## config.mk

```make
export PLATFORM = sky130hd
export DESIGN_NAME = muldiv_seq
export DESIGN_NICKNAME = d
export VERILOG_FILES = /design/src/rtl/cpu_pkg.sv /design/src/rtl/muldiv_acc.sv /design/src/rtl/muldiv_seq.sv
export SDC_FILE = /design/constraint.sdc
export NUM_CORES = 1
export LEC_CHECK = 0
export CORE_AREA = 2 2 82 84
export DETAILED_ROUTE_END_ITERATION = 10
export DIE_AREA = 0 0 84 86
export PLACE_DENSITY = 0.67
export SYNTH_ARGS = -nofsm -noshare
export SYNTH_HDL_FRONTEND = slang
export SYNTH_HIERARCHICAL = 1
export SYNTH_SLANG_ARGS = --single-unit
```

## constraint.sdc

```tcl
create_clock -name clk -period 2.2 [get_ports clk]
set_clock_uncertainty 0.15 [all_clocks]
set_input_delay 0.44 -clock clk [delete_from_list [all_inputs] [get_ports clk]]
set_output_delay 0.44 -clock clk [all_outputs]
set_load 0.1 [all_outputs]
```

## src/rtl/cpu_pkg.sv

```systemverilog
// rtl/cpu_pkg.sv - shared ALU opcodes, muldiv FSM states and default data width
package cpu_pkg;

  localparam int MULDIV_W = 8;

  localparam logic [3:0] OP_ADD = 4'h1;
  localparam logic [3:0] OP_SUB = 4'h2;

  typedef enum logic [2:0] {
    ST_IDLE,
    ST_LOAD,
    ST_ITER,
    ST_WB_LO,
    ST_WB_HI,
    ST_DONE
  } muldiv_state_t;

endpackage

```

## src/rtl/muldiv_acc.sv

```systemverilog
// rtl/muldiv_acc.sv - shift/add (MUL) and shift/subtract (DIV, macro MULDIV_SEQ_DIV_EN) accumulator
module muldiv_acc
  import cpu_pkg::*;
#(
  parameter int W = MULDIV_W
) (
  input  logic         clk,
  input  logic         reset,
  input  logic         load,
  input  logic [W-1:0] load_val,
  input  logic         shr_add,
  input  logic [W-1:0] add_c,
  input  logic         add_carry,
`ifdef MULDIV_SEQ_DIV_EN
  input  logic         shl_sub,
  input  logic [W-1:0] sub_c,
  input  logic         sub_borrow,
  output logic [W-1:0] sh_rh,
`endif
  output logic [W-1:0] rh,
  output logic [W-1:0] rl
);

`ifdef MULDIV_SEQ_DIV_EN
  // HB is the top bit of the left-shifted {HB,RH,RL}. A set HB always forces
  // the subtract, which clears it again, so between steps HB is 0 and only
  // the shifted value needs to carry it.
  logic sh_hb;

  assign sh_hb = rh[W-1];
  assign sh_rh = {rh[W-2:0], rl[W-1]};

  // Load, then one shift-right-add (MUL) or shift-left-subtract (DIV) step per cycle
  always_ff @(posedge clk or posedge reset) begin
    if (reset) begin
      rh <= '0;
      rl <= '0;
    end else if (load) begin
      rh <= '0;
      rl <= load_val;
    end else if (shr_add) begin
      if (rl[0]) {rh, rl} <= {add_carry, add_c, rl[W-1:1]};
      else       {rh, rl} <= {rh, rl} >> 1;
    end else if (shl_sub) begin
      if (sh_hb || !sub_borrow) begin
        rh <= sub_c;
        rl <= {rl[W-2:0], 1'b1};
      end else begin
        rh <= sh_rh;
        rl <= {rl[W-2:0], 1'b0};
      end
    end
  end
`else
  // Load, then one shift-right-add step per cycle
  always_ff @(posedge clk or posedge reset) begin
    if (reset) begin
      rh <= '0;
      rl <= '0;
    end else if (load) begin
      rh <= '0;
      rl <= load_val;
    end else if (shr_add) begin
      if (rl[0]) {rh, rl} <= {add_carry, add_c, rl[W-1:1]};
      else       {rh, rl} <= {rh, rl} >> 1;
    end
  end
`endif

endmodule

```

## src/rtl/muldiv_seq.sv

```systemverilog
// rtl/muldiv_seq.sv - sequential MUL/DIV over external regfile and ALU; DIV needs macro MULDIV_SEQ_DIV_EN
module muldiv_seq
  import cpu_pkg::*;
#(
  parameter int W = MULDIV_W
) (
  input  logic         clk,
  input  logic         reset,
  input  logic         start,
  input  logic         op,
  input  logic [7:0]   arg1,
  input  logic [7:0]   arg2,
  output logic         busy,
  output logic         done,
  output logic         div_zero,
  output logic         reg_r,
  output logic [7:0]   reg_r_select,
  input  logic [W-1:0] reg_r_line,
  output logic         reg_w,
  output logic [7:0]   reg_w_select,
  output logic [W-1:0] reg_w_line,
  output logic [W-1:0] alu_a,
  output logic [W-1:0] alu_b,
  output logic [3:0]   alu_op,
  input  logic [W-1:0] alu_c,
  input  logic         alu_carry
);

  localparam int CW = (W > 1) ? $clog2(W) : 1;
  localparam logic [CW-1:0] LAST = CW'(W - 1);

  muldiv_state_t state, state_nxt;
  logic [CW-1:0] cnt;
  logic [7:0]    a1_q, a2_q;
  logic          accept;
  logic          acc_load, acc_shr;
  logic [W-1:0]  rh, rl;

`ifdef MULDIV_SEQ_DIV_EN
  logic          op_q, dz_q, acc_shl;
  logic [W-1:0]  sh_rh;

  assign accept = start;
`else
  assign accept = start & ~op;
`endif

  muldiv_acc #(.W(W)) u_acc (
    .clk        (clk),
    .reset      (reset),
    .load       (acc_load),
    .load_val   (reg_r_line),
    .shr_add    (acc_shr),
    .add_c      (alu_c),
    .add_carry  (alu_carry),
`ifdef MULDIV_SEQ_DIV_EN
    .shl_sub    (acc_shl),
    .sub_c      (alu_c),
    .sub_borrow (alu_carry),
    .sh_rh      (sh_rh),
`endif
    .rh         (rh),
    .rl         (rl)
  );

  // State register
  always_ff @(posedge clk or posedge reset) begin
    if (reset) state <= ST_IDLE;
    else       state <= state_nxt;
  end

  // Operand capture at start, iteration counter, divide-by-zero flag
  always_ff @(posedge clk or posedge reset) begin
    if (reset) begin
      cnt  <= '0;
      a1_q <= '0;
      a2_q <= '0;
`ifdef MULDIV_SEQ_DIV_EN
      op_q <= 1'b0;
      dz_q <= 1'b0;
`endif
    end else begin
      if (state == ST_IDLE && accept) begin
        a1_q <= arg1;
        a2_q <= arg2;
`ifdef MULDIV_SEQ_DIV_EN
        op_q <= op;
        dz_q <= 1'b0;
`endif
      end
      if (state == ST_ITER) begin
        cnt <= (cnt == LAST) ? '0 : cnt + CW'(1);
`ifdef MULDIV_SEQ_DIV_EN
        if (op_q && reg_r_line == '0) dz_q <= 1'b1;
`endif
      end
    end
  end

  // Next state and all port muxing
  always_comb begin
    state_nxt    = state;
    busy         = 1'b0;
    done         = 1'b0;
    div_zero     = 1'b0;
    reg_r        = 1'b0;
    reg_r_select = '0;
    reg_w        = 1'b0;
    reg_w_select = '0;
    reg_w_line   = '0;
    alu_a        = '0;
    alu_b        = '0;
    alu_op       = '0;
    acc_load     = 1'b0;
    acc_shr      = 1'b0;
`ifdef MULDIV_SEQ_DIV_EN
    acc_shl      = 1'b0;
`endif
    case (state)
      ST_IDLE: begin
        if (accept) state_nxt = ST_LOAD;
      end
      ST_LOAD: begin
        busy         = 1'b1;
        reg_r        = 1'b1;
        reg_r_select = a2_q;
`ifdef MULDIV_SEQ_DIV_EN
        if (op_q) reg_r_select = a1_q;
`endif
        acc_load     = 1'b1;
        state_nxt    = ST_ITER;
      end
      ST_ITER: begin
        busy  = 1'b1;
        reg_r = 1'b1;
`ifdef MULDIV_SEQ_DIV_EN
        if (op_q) begin
          reg_r_select = a2_q;
          alu_a        = sh_rh;
          alu_b        = reg_r_line;
          alu_op       = OP_SUB;
          acc_shl      = 1'b1;
        end else
`endif
        begin
          reg_r_select = a1_q;
          alu_a        = reg_r_line;
          alu_b        = rh;
          alu_op       = OP_ADD;
          acc_shr      = 1'b1;
        end
        if (cnt == LAST) state_nxt = ST_WB_LO;
      end
      ST_WB_LO: begin
        busy         = 1'b1;
        reg_w        = 1'b1;
        reg_w_select = a1_q;
        reg_w_line   = rl;
        state_nxt    = ST_WB_HI;
      end
      ST_WB_HI: begin
        busy         = 1'b1;
        reg_w        = 1'b1;
        reg_w_select = a2_q;
        reg_w_line   = rh;
        state_nxt    = ST_DONE;
      end
      ST_DONE: begin
        busy      = 1'b1;
        done      = 1'b1;
`ifdef MULDIV_SEQ_DIV_EN
        div_zero  = dz_q;
`endif
        state_nxt = ST_IDLE;
      end
      default: state_nxt = ST_IDLE;
    endcase
  end

endmodule

```

==> results of run 1 <==
==> worst min path at each step <==
stage | start | to | slack [ns] | cells past startpoint
finish | cnt[1] | cnt[1] | 0.36 | 1
global route | cnt[1] | cnt[1] | 0.39 | 1
CTS | reset | a2_q[3] | 0.37 | 3
detailed placement | cnt[1] | cnt[1] | 0.35 | 1
global placement | cnt[1] | cnt[1] | 0.34 | 1
floorplan | reset | u_acc/rh[0] | 0.20 | 1
==> per-stage QoR <==
stage	hold slack, ns	cells	setup WS [ns]	utilization	TNS [ns]
floorplan	0.204	193	0.0321	-	0
global placement	0.344	338	0.201	0.562	0
detailed placement	0.350	338	0.149	0.562	0
CTS	0.368	352	-0.0344	0.597	-0.402
global route	0.388	362	-0.116	0.628	-3.55
finish	0.363	362	-0.0554	0.628	-1.20
==> cell usage in the layout, fill, tap and decap left out, drive strengths merged <==
cell type      instances
a211oi                 7
a21oi                  2
a221oi                 1
a22o                  24
and2                  17
and3b                  4
buf                   64
bufbuf                 1
bufinv                 1
clkbuf                 6
clkdlybuf4s50         36
clkinv                 2
conb                   4
dfrtp                 38
dlymetal6s2s           1
ha                     2
inv                    2
mux2                  19
mux2i                 15
nand2                  8
nand2b                 4
nand3                  1
nor2                   9
nor3                   1
nor3b                  2
o211ai                 1
o21ai                  7
or2                    4
or2b                   1
or3b                   1
==> final cells by class <==
cell class,instances,area (um^2),share of cell area
clock inverters,3,40.0,0.0102
multi-input cells,134,1250,0.318
well taps,77,96.3,0.0244
flip-flops and latches,38,955,0.242
inverters,2,7.51,0.00190
clock buffers,5,68.8,0.0175
repair buffers,103,1520,0.385
==> routing by layer <==
| layer | up-vias | wire, um | track usage |
|---|---|---|---|
| met2 | 55 | 3110 | 0.273 |
| met5 | - | 0 | 0 |
| met4 | 0 | 69 | 0.0440 |
| li1 | 865 | - | - |
| met3 | 5 | 351 | 0.0366 |
| met1 | 891 | 2700 | 0.219 |
==> synth_stat cells, types with 6 or more instances <==
cell type | instances | area, um^2
nor2_1 | 9 | 33.8
a211oi_1 | 7 | 52.6
mux2_4 | 10 | 150
mux2i_1 | 15 | 150
and2_1 | 16 | 100
a22o_1 | 24 | 210
dfrtp_1 | 38 | 951
nand2_1 | 8 | 30.0
buf_2 | 7 | 35.0
buf_6 | 6 | 67.6
mux2_2 | 9 | 101
==> critical path, stage by stage, from the launching register on <==
cell and delay (ns):
dfrtp_2 0.46, nor3b_4 0.17, buf_4 0.15, clkbuf_16 0.15, a22o_2 0.28, buf_12 0.17
==> repair_timing <==
item | CTS | global route
resized for setup | 11 | 15
hold buffers | 0 | 0
pin swaps | 2 | 3
setup endpoints to repair | 42 | 39
cloned | 2 | 3
buffers inserted | 4 | 7
==> sequential cells by signal, indices dropped and copies added (netlist names) <==
name,cells
cnt,3
u_acc/rl,8
a1_q,8
a2_q,8
u_acc/rh,8
state,3
==> cells by family after synthesis <==
kind of cell,Yosys count,synth area share
DFF,38,0.436
other,1,0.00172
AOI/OAI and AO/OA,42,0.149
buffers and inverters,23,0.0804
adders and majority gates,2,0.0115
muxes,34,0.184
and+or+nand+nor,50,0.137
==> flow_summary.toml, run 1 <==
[place]
place_area_um2 = 3530
gp_congestion = 0.771
dp_hpwl_mm = 3.95
port_buffers = 81

[worst_hold_path]
hold_path.class = "register to register"

[critical_path]
r2r_start = "state[1]"
crit_arrival_ns = 1.67
path_max_fanout = 6
r2r_end = "u_acc/rl[1]"
crit_start = "state[2]"
reg2reg_slack_ns = 0.13
start_kind = "register"
crit_end = "reg_w_line[4]"
worstSetupEndpointType = "output port"
r2r_cells = 7
worst_ep_required_time_ns = 1.61
worstSetupPathType = "register to output port"

[die]
core_um2 = 6280
num_io_pins = 86
fp-row-count = 29
initial_core_util = 0.347
chipHeight_um = 86
die-area_um2 = 7220
dieWidth_um = 84

[routing]
viasPerCell = 5.02
wirelength_mm = 6.23
firstDrtPassIters = 4
via_count = 1816
wl_per_cell_um = 17.2
drtAntennaViolNets = 0
remaining_drc_errors = 0
drt_iter0_markers = 97

[timing]
tightestPinTransition_ns = 0.616
slew_headroom = 0.589
slew_violations = 0
finalWorstSetupSlack_ns = -0.0554
rsz0062_at_grt = "yes"
finalCritPeriodShare = 1.03
period_needed_ns = 2.26
hold_viol = 0
setup_viol = 41
fmax_mhz = 443

[cells_and_area]
design_area_um2 = 3940
drive_gt1_frac = 0.509
num-nets-final = 323
nFillCells = 489
diodes = 0
area_growth_pct = 80.8

[global_route]
antenna_found_initial = 0
grt_pass1_vias = 1783
grt_pass1_wl_mm = 9.36
gr-total-overflow = 0
grt_usage = 0.165
grt_max_degree = 26

[synth]
ys_seq_area_frac = 0.436
synth-main-ff-cell = "dfrtp_1"
ys_async_sr_fraction = 1.00
netlist_area_um2 = 2180
avgSynthCellArea_um2 = 11.5
synth_edf_count = 0
yosysWarnings = 6
synthDistinctLibCells = 32
synthCells = 190
ys_seq_elements = 38

[outcome]
status = "finished with violations"
violations = "setup timing"

[cts]
clk_latency_ns = 0.28
clock-root-buffer = "clkbuf_8"
cts.sinks = 38
cts.path.max_buffers = 2
clk_pin_slew_worst_paths_ns = 0.07
cts_tree = "yes"
h-tree-depth = 2
cts_buffers = 5

[job]
cap_violations = 0
Power of run 1 is not shown: default switching activity piles up to over one toggle a cycle in this logic, so the estimate is an artifact.
==> run 2, diff against run 1 <==
--- a/config.mk
+++ b/config.mk
@@ -5,10 +5,12 @@
 export SDC_FILE = /design/constraint.sdc
 export NUM_CORES = 1
 export LEC_CHECK = 0
-export CORE_AREA = 2 2 82 84
+export ABC_AREA = 1
+export CORE_AREA = 2 2 85 87
 export DETAILED_ROUTE_END_ITERATION = 10
-export DIE_AREA = 0 0 84 86
-export PLACE_DENSITY = 0.67
+export DIE_AREA = 0 0 87 89
+export DONT_BUFFER_PORTS = 1
+export PLACE_DENSITY = 0.49
 export SYNTH_ARGS = -nofsm -noshare
 export SYNTH_HDL_FRONTEND = slang
 export SYNTH_HIERARCHICAL = 1
==> flow_summary.toml, run 2 <==
[cts]
cts.path.max_buffers = 2
clock-root-buffer = "clkbuf_8"
h-tree-depth = 2
cts.sinks = 38
cts_tree = "yes"
clk_pin_slew_worst_paths_ns = 0.08
clk_latency_ns = 0.29
cts_buffers = 5

[place]
dp_hpwl_mm = 5.13
pre_cts_slack_ns = 0.180
gp_congestion = 0.857
placed_cells = 465
port_buffers = 0

[critical_path]
path_max_fanout = 10
worst_ep_required_time_ns = 1.61
max_stage_delay_ns = 0.47
crit_path_cell_trace = "buf_4, nand2_4, o21ai_4, buf_12"
worstSetupEndpointType = "output port"
r2r_start = "state[0]"
worstSetupPathType = "register to output port"
reg2reg_slack_ns = 0.28
start_kind = "register"
r2r_end = "u_acc/rl[2]"
cpMaxStageDelayCell = "dfrtp_2"
r2r_cells = 9
crit_arrival_ns = 1.56

[synth]
yosysWarnings = 6
synth.most_common_cell = "nand2_1"
avgSynthCellArea_um2 = 6.82
synthCells = 341
ys_async_sr_fraction = 1.00
synth-main-ff-cell = "dfrtp_1"
netlist_top_cells_count = "nand2_1, dfrtp_1, inv_1"
netlist_area_um2 = 2330
ys_seq_elements = 38
synth_edf_count = 0
synth_area_leader_cell = "dfrtp_1"
synthDistinctLibCells = 22
synth_top_area_frac = 0.409
ys_seq_area_frac = 0.409
yosys-top-cells-area = "dfrtp_1, nand2_1, inv_1, nand4_1, o21ai_1"

[routing]
remaining_drc_errors = 0
drt_iter0_markers = 94
drtAntennaViolNets = 0
firstDrtPassIters = 4
viasPerCell = 4.77
wirelength_mm = 6.89
wl_per_cell_um = 14.3
via_count = 2295

[global_route]
grt_pass1_vias = 2392
gr-total-overflow = 0
antenna_found_initial = 0
grt_usage = 0.182
grt_pass1_wl_mm = 11.2
grt_max_degree = 23

[worst_hold_path]
hold_path.class = "input port to register"
min_path_cells = 2
min_to = "a1_q[3]"
min_from = "arg1[3]"

[cells_and_area]
nFillCells = 606
mostFrequentLayoutCells = "nand2_1, buf_12, dfrtp_1, inv_1, o21ai_4"
diodes = 0
finalNonFillerCells = 481
final_core_utilization = 0.590
area_growth_pct = 70.3
drive_gt1_frac = 0.332
multi_input_area_um2 = 1520
final_common_cell = "nand2_1"
num-nets-final = 439
seqCellArea_um2 = 952

[timing]
finalCritPeriodShare = 0.978
tightestPinTransition_ns = 0.645
finalWorstSetupSlack_ns = 0.0488
hold_viol = 0
rsz0062_at_grt = "yes"
slew_headroom = 0.569
fmax_mhz = 465
setup_viol = 0
slew_violations = 0
finalSetupTns_ns = 0
period_needed_ns = 2.15

[outcome]
status = "complete, no violations"

[die]
chipHeight_um = 89
num_io_pins = 86
initial_core_util = 0.346
fp-row-count = 30
dieWidth_um = 87
core_um2 = 6720
die-area_um2 = 7740

[job]
cap_violations = 0
run 2: worst max-delay path, delay by kind of cell (launching register included):
kind | cells | cell delay (ns)
and+or+nand+nor | 1 | 0.18
buffers and inverters | 2 | 0.40
AOI/OAI and AO/OA | 1 | 0.21
DFF | 1 | 0.47
run 2: cells by family (layout without fill, tap and decap cells):
family                     after synthesis  count (layout)  synth area share
adders and majority gates                2               2            0.0108
other                                    1               4           0.00161
and+or+nand+nor                        212             212             0.391
buffers and inverters                   60             117             0.127
DFF                                     38              38             0.409
AOI/OAI and AO/OA                       28              28            0.0602
run 2: through the flow:
step	hold WS, ns	area (um^2)
after floorplan	0.204	2600
after global placement	0.239	3620
after detailed placement	0.240	3620
after CTS	0.133	3740
after global routing	0.140	3960
final	0.140	3960
run 2: cell type report:
type,count,share of cell area
multi-input cells,246,0.384
repair buffers,69,0.283
flip-flops and latches,38,0.240
inverters,40,0.0404
well taps,80,0.0253
clock buffers,7,0.0193
clock inverters,1,0.00758
run 2: worst max-delay path by stage:
stage,start,end,depth (start not counted)
6_report,state[0],reg_w_select[7],4
5_1_grt,state[1],reg_r_select[2],6
4_1_cts,state[1],alu_b[0],6
3_5_place_dp,state[1],reg_r_select[0],6
3_3_place_gp,state[1],alu_b[0],6
2_1_floorplan,state[2],reg_r_select[0],4
run 2: what timing repair did:
action / in CTS / in global routing
setup endpoints to repair: 43 / 44
setup buffers: 0 / 7
resized for setup: 5 / 34
hold buffers: 1 / 0
endpoints found under the hold margin: 38 / 0
pin swaps: 0 / 3
run 2: layer usage:
metal	up-vias	track usage	wire [um]
li1	1157	-	-
met1	1067	0.227	3010
met2	62	0.313	3390
met3	9	0.0489	386
met4	0	0.0497	100
met5	-	0	0
Power of run 2 is left out for the same reason.
